[src/rtl/alu_pkg.sv]
// Shared execute-stage types: multiply/divide opcodes, unit FSM states and counter sizing.
package alu_pkg;

    localparam int unsigned XLEN = 32;

    function automatic int unsigned cnt_width(input int unsigned width);
        return $clog2(width) + 1;
    endfunction

    localparam int unsigned CNT_W = cnt_width(XLEN);

    // Encodings follow instruction funct3 so the decoder can pass it straight through.
    typedef enum logic [2:0] {
        OP_MUL    = 3'b000,
        OP_MULH   = 3'b001,
        OP_MULHSU = 3'b010,
        OP_MULHU  = 3'b011,
        OP_DIV    = 3'b100,
        OP_DIVU   = 3'b101,
        OP_REM    = 3'b110,
        OP_REMU   = 3'b111
    } muldiv_op_e;

    typedef enum logic [1:0] {
        IDLE,
        CALC,
        FIX,
        DONE
    } state_e;

endpackage

[src/rtl/muldiv_unit_if.sv]
// Operand/result handshake bundle between the execute stage and the multiply/divide unit.
interface muldiv_unit_if #(
    parameter int unsigned DATA_WIDTH    = 32,
    parameter int unsigned OPCODE_LENGTH = 3
);
    logic                     in_valid;
    logic                     in_ready;
    logic [OPCODE_LENGTH-1:0] Operation;
    logic [DATA_WIDTH-1:0]    SrcA;
    logic [DATA_WIDTH-1:0]    SrcB;
    logic                     out_valid;
    logic                     out_ready;
    logic [DATA_WIDTH-1:0]    Result;

    modport master (
        output in_valid, Operation, SrcA, SrcB, out_ready,
        input  in_ready, out_valid, Result
    );

    modport slave (
        input  in_valid, Operation, SrcA, SrcB, out_ready,
        output in_ready, out_valid, Result
    );
endinterface

[src/rtl/muldiv_unit.sv]
// Iterative RV32M multiply/divide: one shift-add or restoring-subtract step per cycle on magnitudes,
// followed by a single sign-fix cycle.
module muldiv_unit
    import alu_pkg::*;
#(
    parameter int unsigned DATA_WIDTH    = XLEN,
    parameter int unsigned OPCODE_LENGTH = 3
) (
    input  logic         clk,
    input  logic         rst_n,
    input  logic         flush,
    muldiv_unit_if.slave bus
);

    localparam int unsigned W  = DATA_WIDTH;
    localparam int unsigned W2 = 2 * DATA_WIDTH;
    localparam int unsigned CW = cnt_width(DATA_WIDTH);

    state_e          state_q, state_d;
    muldiv_op_e      op_q, op_d;
    logic [W-1:0]    addend_q, addend_d;
    logic [W2-1:0]   acc_q, acc_d;
    logic            neg_q, neg_d;
    logic [CW-1:0]   cnt_q, cnt_d;
    logic [W-1:0]    result_q, result_d;
    logic            in_ready_q, in_ready_d;
    logic            out_valid_q, out_valid_d;

    logic [OPCODE_LENGTH-1:0] op_raw;
    muldiv_op_e      op_in;
    logic            sa, sb, a_signed, b_signed, neg_in;
    logic [W-1:0]    abs_a, abs_b;
    logic            div_zero, div_ovf, special_in;
    logic [W-1:0]    special_res;

    assign op_raw   = bus.Operation;
    assign op_in    = muldiv_op_e'(op_raw);
    assign sa       = bus.SrcA[W-1];
    assign sb       = bus.SrcB[W-1];
    assign a_signed = (op_in == OP_MULH) || (op_in == OP_MULHSU) || (op_in == OP_DIV) || (op_in == OP_REM);
    assign b_signed = (op_in == OP_MULH) || (op_in == OP_DIV) || (op_in == OP_REM);
    assign abs_a    = (a_signed && sa) ? (~bus.SrcA + W'(1)) : bus.SrcA;
    assign abs_b    = (b_signed && sb) ? (~bus.SrcB + W'(1)) : bus.SrcB;

    // Product sign for MULH*, quotient sign for DIV, dividend sign for REM.
    always_comb begin
        neg_in = 1'b0;
        case (op_in)
            OP_MULH, OP_DIV: neg_in = sa ^ sb;
            OP_MULHSU, OP_REM: neg_in = sa;
            default: neg_in = 1'b0;
        endcase
    end

    assign div_zero   = op_in[2] && (bus.SrcB == '0);
    assign div_ovf    = ((op_in == OP_DIV) || (op_in == OP_REM))
                        && (bus.SrcA == {1'b1, {(W-1){1'b0}}}) && (bus.SrcB == '1);
    assign special_in = div_zero || div_ovf;
    // op bit 1 separates REM/REMU from DIV/DIVU.
    assign special_res = div_zero ? (op_in[1] ? bus.SrcA : '1)
                                  : (op_in[1] ? '0 : {1'b1, {(W-1){1'b0}}});

    // Shared W+1-bit adder: conditional add of the multiplicand, or trial subtract of the divisor.
    logic [W:0]    add_a, add_b, sum;
    logic          add_cin;
    logic [W2-1:0] step_acc;

    always_comb begin
        if (op_q[2]) begin
            add_a   = acc_q[W2-1:W-1];
            add_b   = ~{1'b0, addend_q};
            add_cin = 1'b1;
        end else begin
            add_a   = {1'b0, acc_q[W2-1:W]};
            add_b   = acc_q[0] ? {1'b0, addend_q} : '0;
            add_cin = 1'b0;
        end
        sum = add_a + add_b + (W+1)'(add_cin);
        if (!op_q[2]) begin
            step_acc = {sum, acc_q[W-1:1]};
        end else if (sum[W]) begin
            step_acc = {acc_q[W2-2:0], 1'b0};
        end else begin
            step_acc = {sum[W-1:0], acc_q[W-2:0], 1'b1};
        end
    end

    logic [W2-1:0] prod_fix;
    logic [W-1:0]  q_fix, r_fix, fix_res;

    assign prod_fix = neg_q ? (~acc_q + W2'(1)) : acc_q;
    assign q_fix    = neg_q ? (~acc_q[W-1:0] + W'(1)) : acc_q[W-1:0];
    assign r_fix    = neg_q ? (~acc_q[W2-1:W] + W'(1)) : acc_q[W2-1:W];

    always_comb begin
        case (op_q)
            OP_MUL: fix_res = prod_fix[W-1:0];
            OP_MULH, OP_MULHSU, OP_MULHU: fix_res = prod_fix[W2-1:W];
            OP_DIV, OP_DIVU: fix_res = q_fix;
            default: fix_res = r_fix;
        endcase
    end

    // Next state and next register values.
    always_comb begin
        state_d  = state_q;
        op_d     = op_q;
        addend_d = addend_q;
        acc_d    = acc_q;
        neg_d    = neg_q;
        cnt_d    = cnt_q;
        result_d = result_q;
        case (state_q)
            IDLE: begin
                if (bus.in_valid && in_ready_q && !flush) begin
                    op_d  = op_in;
                    neg_d = neg_in;
                    if (special_in) begin
                        result_d = special_res;
                        state_d  = DONE;
                    end else begin
                        cnt_d   = CW'(W);
                        state_d = CALC;
                        if (op_in[2]) begin
                            acc_d    = {W'(0), abs_a};
                            addend_d = abs_b;
                        end else begin
                            acc_d    = {W'(0), abs_b};
                            addend_d = abs_a;
                        end
                    end
                end
            end
            CALC: begin
                acc_d = step_acc;
                cnt_d = cnt_q - CW'(1);
                if (cnt_q == CW'(1)) state_d = FIX;
            end
            FIX: begin
                if (!flush) result_d = fix_res;
                state_d = DONE;
            end
            DONE: begin
                if (bus.out_ready) state_d = IDLE;
            end
            default: state_d = IDLE;
        endcase
        if (flush) state_d = IDLE;
        in_ready_d  = (state_d == IDLE);
        out_valid_d = (state_d == DONE);
    end

    always_ff @(posedge clk or negedge rst_n) begin
        if (!rst_n) begin
            state_q     <= IDLE;
            op_q        <= OP_MUL;
            addend_q    <= '0;
            acc_q       <= '0;
            neg_q       <= 1'b0;
            cnt_q       <= '0;
            result_q    <= '0;
            in_ready_q  <= 1'b1;
            out_valid_q <= 1'b0;
        end else begin
            state_q     <= state_d;
            op_q        <= op_d;
            addend_q    <= addend_d;
            acc_q       <= acc_d;
            neg_q       <= neg_d;
            cnt_q       <= cnt_d;
            result_q    <= result_d;
            in_ready_q  <= in_ready_d;
            out_valid_q <= out_valid_d;
        end
    end

    assign bus.in_ready  = in_ready_q;
    assign bus.out_valid = out_valid_q;
    assign bus.Result    = result_q;

endmodule

[src/flat_wrapper.sv]
// flat-port wrapper written by rule: the top's interface ports become plain ports
module muldiv_unit_flat import alu_pkg::*;
#(
    parameter int unsigned DATA_WIDTH    = XLEN,
    parameter int unsigned OPCODE_LENGTH = 3
)
  (clk, rst_n, flush, bus_in_valid, bus_Operation, bus_SrcA, bus_SrcB, bus_out_ready, bus_in_ready, bus_out_valid, bus_Result);
  muldiv_unit_if #(.DATA_WIDTH(DATA_WIDTH), .OPCODE_LENGTH(OPCODE_LENGTH)) bus_i ();
  input  logic clk;
  input  logic rst_n;
  input  logic flush;
  input wire logic [$bits(bus_i.in_valid)-1:0] bus_in_valid;
  input wire logic [$bits(bus_i.Operation)-1:0] bus_Operation;
  input wire logic [$bits(bus_i.SrcA)-1:0] bus_SrcA;
  input wire logic [$bits(bus_i.SrcB)-1:0] bus_SrcB;
  input wire logic [$bits(bus_i.out_ready)-1:0] bus_out_ready;
  output wire logic [$bits(bus_i.in_ready)-1:0] bus_in_ready;
  output wire logic [$bits(bus_i.out_valid)-1:0] bus_out_valid;
  output wire logic [$bits(bus_i.Result)-1:0] bus_Result;
  assign bus_i.in_valid = bus_in_valid;
  assign bus_i.Operation = bus_Operation;
  assign bus_i.SrcA = bus_SrcA;
  assign bus_i.SrcB = bus_SrcB;
  assign bus_i.out_ready = bus_out_ready;
  assign bus_in_ready = bus_i.in_ready;
  assign bus_out_valid = bus_i.out_valid;
  assign bus_Result = bus_i.Result;
  muldiv_unit #(.DATA_WIDTH(DATA_WIDTH), .OPCODE_LENGTH(OPCODE_LENGTH)) u_core (.clk(clk), .rst_n(rst_n), .flush(flush), .bus(bus_i));
endmodule
[config.mk]
export PLATFORM = sky130hd
export DESIGN_NAME = muldiv_unit_flat
export DESIGN_NICKNAME = d
export VERILOG_FILES = /design/src/rtl/alu_pkg.sv /design/src/rtl/muldiv_unit_if.sv /design/src/rtl/muldiv_unit.sv /design/src/flat_wrapper.sv
export SDC_FILE = /design/constraint.sdc
export NUM_CORES = 1
export LEC_CHECK = 0
export CAP_MARGIN = 20
export CORE_ASPECT_RATIO = 1.25
export CORE_MARGIN = 2
export CORE_UTILIZATION = 55
export DETAILED_ROUTE_END_ITERATION = 8
export GPL_ROUTABILITY_DRIVEN = 0
export PLACE_DENSITY = 0.79
export SLEW_MARGIN = 20
export SYNTH_ARGS = -nofsm -noshare
export SYNTH_HDL_FRONTEND = slang
export SYNTH_SLANG_ARGS = --single-unit
export TNS_END_PERCENT = 100
[constraint.sdc]
create_clock -name clk -period 4.6 [get_ports clk]
set_clock_uncertainty 0.1 [all_clocks]
set_input_delay 0.69 -clock clk [delete_from_list [all_inputs] [get_ports clk]]
set_output_delay 0.69 -clock clk [all_outputs]
set_load 0.02 [all_outputs]
**Yosys cells after proc, flatten, opt, wreduce, memory -nomap -nowiden**

Index checks and enable logic that the tools add are counted.

- Add/subtract/negate cells: 8
- Multipliers: 0
- Divide/modulo/power cells: 0
- $lt $le $gt $ge: 0
- Equal/unequal tests: 20
- Shift-type cells: 0
- Mux-type cells: 34
- Bitwise operators: 8
- Reductions and logical operators: 29

Operator list:

| operator | number |
|---|---|
| 32-bit 2-to-1 mux | 13 |
| 64-bit 2-to-1 mux | 5 |
| 32-bit by 1-bit adder with 32-bit output, second input constant | 4 |
| 32-bit inverter | 4 |
| 64-bit case mux with 2 select lines | 1 |
| 32-bit case mux with 3 select lines | 1 |
| 33-bit 2-to-1 mux | 2 |
| 64-bit by 1-bit adder with 64-bit output, second input constant | 1 |
| 32-bit == test, second input constant | 2 |
| 64-bit inverter | 1 |
| 32-bit case mux with 2 select lines | 1 |
| 33-bit by 1-bit adder with 33-bit output | 1 |
| 33-bit adder | 1 |
| 32-bit inverter with 33-bit output | 1 |
| 32-bit logical NOT | 1 |
| 3-bit == test, second input constant | 4 |
| 6-bit 2-to-1 mux | 2 |
| 6-bit case mux with 2 select lines | 1 |
| 2-bit 2-to-1 mux | 5 |
| 3-bit by 2-bit == test with 1-bit output, second input constant | 3 |
| 2-bit case mux with 4 select lines | 1 |
| 1-bit logical AND | 7 |
| 1-bit logical OR | 7 |
| 2-bit == test, second input constant | 3 |
| other kinds (19) | 27 |

- Flip-flop bits (word level): 142
- Bits in latches: 0
- Memory bits (writable): 0
- Memory bits (read-only): 0
- Input bits: 72
- Output and inout port bits: 34
- Logic and storage cells: 108
- Memories: 0

**Depth between registers and ports, before layout**

- Word-level depth: 10
- Gate-level depth with buffers: 19
- Mapped depth without buffers: 16

**Worst setup path before layout**

OpenSTA, ideal clock, no wires.

- Path kind: reg2reg
- Start: reg u_core.op_q[2]
- End: reg u_core.acc_q[46]
- Library setup time: 126 ps
- Arrival: 4332 ps
- Data required time: 4374 ps
- Path slack: 42 ps
- Stages on the path, launching flop included: 17
- Path buffers: 5
- Clock period less this slack: 4558 ps
- Path through: dfrtp_1 > clkbuf_1 > clkbuf_1 > buf_1 > mux2_2 > ha_1 > clkbuf_1 > nor2_1 > o31ai_1 > nand2_1 > or4_1 > a21o_1 > a211oi_1 > buf_2 > mux2i_1 > nor2_1 > a221o_1

- Word-level cells in the longest chain between the ends: 6
- Elaborated cells on any way between the ends: 8

RTL lines:

| item | line | RTL |
|---|---|---|
| from (decl) | muldiv_unit.sv:20 | `muldiv_op_e op_q, op_d;` |
| from (signal assigned) | muldiv_unit.sv:166 | `op_q <= op_d;` |
| 33-bit 2-to-1 mux | muldiv_unit.sv:69 | `if (op_q[2]) begin` |
| 33-bit adder | muldiv_unit.sv:78 | `sum = add_a + add_b + (W+1)'(add_cin);` |
| 33-bit by 1-bit adder with 33-bit output | muldiv_unit.sv:78 |  |
| 64-bit 2-to-1 mux | muldiv_unit.sv:81 | `end else if (sum[W]) begin` |
| 64-bit 2-to-1 mux * | muldiv_unit.sv:79 | `if (!op_q[2]) begin` |
| 64-bit case mux with 2 select lines * | muldiv_unit.sv:113 | `case (state_q)` |
| to (signal assigned) | muldiv_unit.sv:158 | `acc_q <= '0;` |
| to (signal assigned) | muldiv_unit.sv:168 | `acc_q <= acc_d;` |
| to (decl) | muldiv_unit.sv:22 | `logic [W2-1:0] acc_q, acc_d;` |

Mark *: on every way between the ends. The rest lies on a longest branch, timed or not.
A chain may end at the register's enable or synchronous reset.

**Worst setup path in the final report**

- Start: reg u_core.op_q[2]
- End: reg u_core.acc_q[56]

The elaborated chain is that of the path after synthesis.

==> impl_metrics.yaml <==
pwr:
  share_comb_of_total_power_pct: 59.3
  p_leak_uw: 0.00629
  pwr-share-clk_pct: 16.0
  p_switching_uw: 4630
  internal-power_uw: 4650
  switching_share_pct: 49.9
  peakVddDrop_uv: 340
  power.density_nw_per_um2: 583
  p_seq_share_pct: 24.7
logic_synthesis:
  yosysWarnings: 0
  synth_cell_types: 81
  synth_nets: 1995
  synth_edf_count: 0
  synth_top_area_cell: "dfrtp_1"
  synth_top_area_share_pct: 25.2
  seq_area_frac_synth_pct: 25.4
  ys_dominant_reg_cell: "dfrtp_1"
  ys_ff_latch: 142
  syn_area_um2: 14000
  synthArstFlopShare_pct: 100
  synth_area_leaders: "dfrtp_1, o21ai_0, nand2_1"
  synthCells: 1882
  avgSynthCellArea_um2: 7.43
clocking:
  cts_sinks: 142
  clock_latency_ns: 0.46
  clk_pin_slew_ns: 0.07
  holdBufCountCts: 0
  cts_setup_buffers: 0
  cts_tree: "built"
  root_buffer: "clkbuf_16"
  clock_path_buffers: 2
  cts_buffers: 17
  htreeDepth: 4
drt:
  drt-total-wl_um: 52500
  firstDrtPassIters: 9
  drc_errors: 0
  viasPerCell: 6.81
  wl_per_cell_um: 23.3
  vias: 15300
  drt-initial-drc-count: 2327
  ant_nets: 0
timing:
  final_max_slew_viol_count: 0
  timing.hold.ws_ns: 0.206
  maxSlewHeadroom_pct: 28.4
  fmax_mhz: 227
  period_share_pct: 95.7
  rsz0062_at_grt: "no"
  tightestPinTransition_ns: 1.06
  final-hold-violation-count: 0
  setup_viol: 0
  fin_setup_tns_ns: 0
  period_minus_slack_ns: 4.40
flow_run:
  maxCapViolCount: 0
global_routing:
  grt_pass1_vias: 14200
  grt_overflow_total: 0
  grt_usage_pct: 38.9
  grt_pass1_wl_um: 81000
  antenna_found_initial: 0
  grt_max_degree: 100
worst_setup_path:
  critPathKind: "reg2reg"
  critical-path-max-stage-delay_ns: 0.57
  start_kind: "flip-flop"
  worst-path-buf-inv: 4
  end_kind: "flip-flop"
  path_max_fanout: 18
  worstPathArrival_ns: 4.64
  slowest_stage: "dfrtp_4"
  path_cells: "clkinv_1 -> buf_4 -> o21ai_0 -> inv_1 -> fa_1 -> nor2b_1 -> o31a_1 -> o21ai_0 -> a211o_1 -> a21oi_1 -> nor2_1 -> o311ai_1 -> buf_4 -> o21ai_0 -> a221o_1"
  crit_family: "compound AO/OA/AOI/OAI gates"
  cp.required_ns: 4.84
  crit_top_cell: "o21ai_0"
finish:
  drive_gt1_share_pct: 8.34
  syn_to_final_growth_pct: 14.0
  regArea_um2: 3560
  utilization_pct: 63.4
  antennaDiodeCount: 0
  fill_cells: 2217
  multi_input_area_um2: 9720
  nNetsFinal: 2019
floorplan:
  rows: 65
  start_util_pct: 55.6
  dieWidth_um: 147
  die-area_um2: 26700
  ios: 106
  die_y_um: 182
  core_region_area_um2: 25100
status:
  status: "completed"
place:
  portBuffers: 105
  dp_hpwl_um: 39700
worst_hold_path:
  hp-class: "in2async"
## power groups by stage
stage	combinational, uW	clock (uW)	sequential [uW]
final	5500	1480	2300
after global routing	5900	1540	2320
after CTS	5310	1480	2250
after detailed placement	5250	0	2270
after global placement	5150	0	2250
after floorplan	3910	0	1950
## synthesized netlist by cell type, drive strengths merged, types with 15 or more instances
master / n
nand2b: 21
nand4: 18
a21o: 15
nor4: 17
xnor2: 74
o21ai: 242
o22ai: 20
a211oi: 20
ha: 39
o31ai: 32
or4: 33
nor2: 174
xor2: 67
a22oi: 21
a21oi: 148
mux2: 42
dfrtp: 141
nand2: 230
or3: 25
inv: 36
nand3: 19
clkbuf: 129
nor3: 51
mux2i: 67
a31oi: 30
buf: 21
## area by class of cell
cell class	instances	share of cell area [%]
clock buffers	17	2.67
clock inverters	15	1.15
inverters	37	0.872
multi-input cells	1553	61.0
flip-flops and latches	142	22.3
well taps	335	2.63
repair buffers	155	9.35
## worst paths after layout
path | start | to | slack (ns) | depth (start not counted)
worst max register to register | u_core.op_q[2] | u_core.acc_q[56] | 0.20 | 15
worst max-delay path | u_core.op_q[2] | u_core.acc_q[56] | 0.20 | 15
worst min-delay path | rst_n | u_core.bus.Result[13] | 0.21 | 1
worst min register to register | u_core.addend_q[30] | u_core.addend_q[30] | 0.39 | 2
max in group asynchronous | rst_n | u_core.op_q[2] | 3.36 | 1
min in group clk | u_core.addend_q[30] | u_core.addend_q[30] | 0.39 | 2
## state kept, by name, summed over array words and instances (netlist names)
| signal | flops |
|---|---|
| u_core.op_q | 3 |
| u_core.bus.out_valid | 1 |
| u_core.cnt_q | 6 |
| u_core.bus.Result | 32 |
| u_core.bus.in_ready | 1 |
| u_core.addend_q | 32 |
| u_core.neg_q | 1 |
| u_core.acc_q | 64 |
| u_core.state_q | 2 |
## placed cells by master (no fill, tap or decap), types with 19 or more instances in the layout
| cell | Yosys | final |
|---|---|---|
| or3_1 | 23 | 23 |
| nand2_1 | 229 | 229 |
| or4_1 | 29 | 29 |
| o31ai_1 | 32 | 32 |
| nor2_1 | 172 | 169 |
| ha_1 | 39 | 39 |
| buf_4 | 3 | 44 |
| nand2b_1 | 21 | 20 |
| clkdlybuf4s50_1 | 0 | 103 |
| inv_1 | 35 | 35 |
| dfrtp_1 | 141 | 139 |
| xnor2_1 | 74 | 74 |
| xor2_1 | 67 | 67 |
| a31oi_1 | 30 | 30 |
| o22ai_1 | 20 | 20 |
| a22oi_1 | 21 | 21 |
| a21oi_1 | 147 | 146 |
| nand3_1 | 19 | 19 |
| nor3_1 | 50 | 50 |
| o21ai_0 | 240 | 238 |
| mux2_2 | 41 | 41 |
| mux2i_1 | 67 | 67 |
## routing by layer
layer / part of all wire (%) / global-route usage, % / up-vias
met5: 0 / 0 / -
met4: 8.9 / 26.8 / 0
met3: 11 / 8.03 / 280
met2: 44 / 60.8 / 1036
met1: 36 / 48.1 / 7122
li1: - / - / 6909
## worst reg2reg max path: stages, from the launching register on
cell      delay (ns)
dfrtp_4         0.57
clkinv_1        0.21
buf_4           0.21
o21ai_0         0.26
inv_1           0.10
fa_1            0.47
nor2b_1         0.23
o31a_1          0.25
o21ai_0         0.15
a211o_1         0.39
a21oi_1         0.22
nor2_1          0.10
o311ai_1        0.43
buf_4           0.20
o21ai_0         0.07
a221o_1         0.33
## repair_timing
action | CTS | global route
endpoints found under the setup margin | 0 | 22
resized for setup | 0 | 4
hold endpoints to repair | 0 | 0
## per-stage QoR
step	setup WS (ns)	power, uW	cells	instance area (um^2)
final	0.197	9290	2254	15900
after global routing	0.0262	9760	2254	15900
after CTS	0.0976	9040	2254	15900
after detailed placement	0.122	7520	2222	15300
after global placement	0.345	7400	2222	15300
after floorplan	0.0421	5850	1882	14000
## logic make-up after synthesis
family,after synthesis,share of synthesized area (%)
AO/OA/AOI/OAI,633,27.5
AND/OR/NAND/NOR,629,21.0
flip-flops,142,25.4
adder cells (fa/ha/maj),41,3.78
XOR/XNOR,141,8.84
buffers and inverters,187,5.29
multiplexers,109,8.21
(Power assumes the default switching activity.)
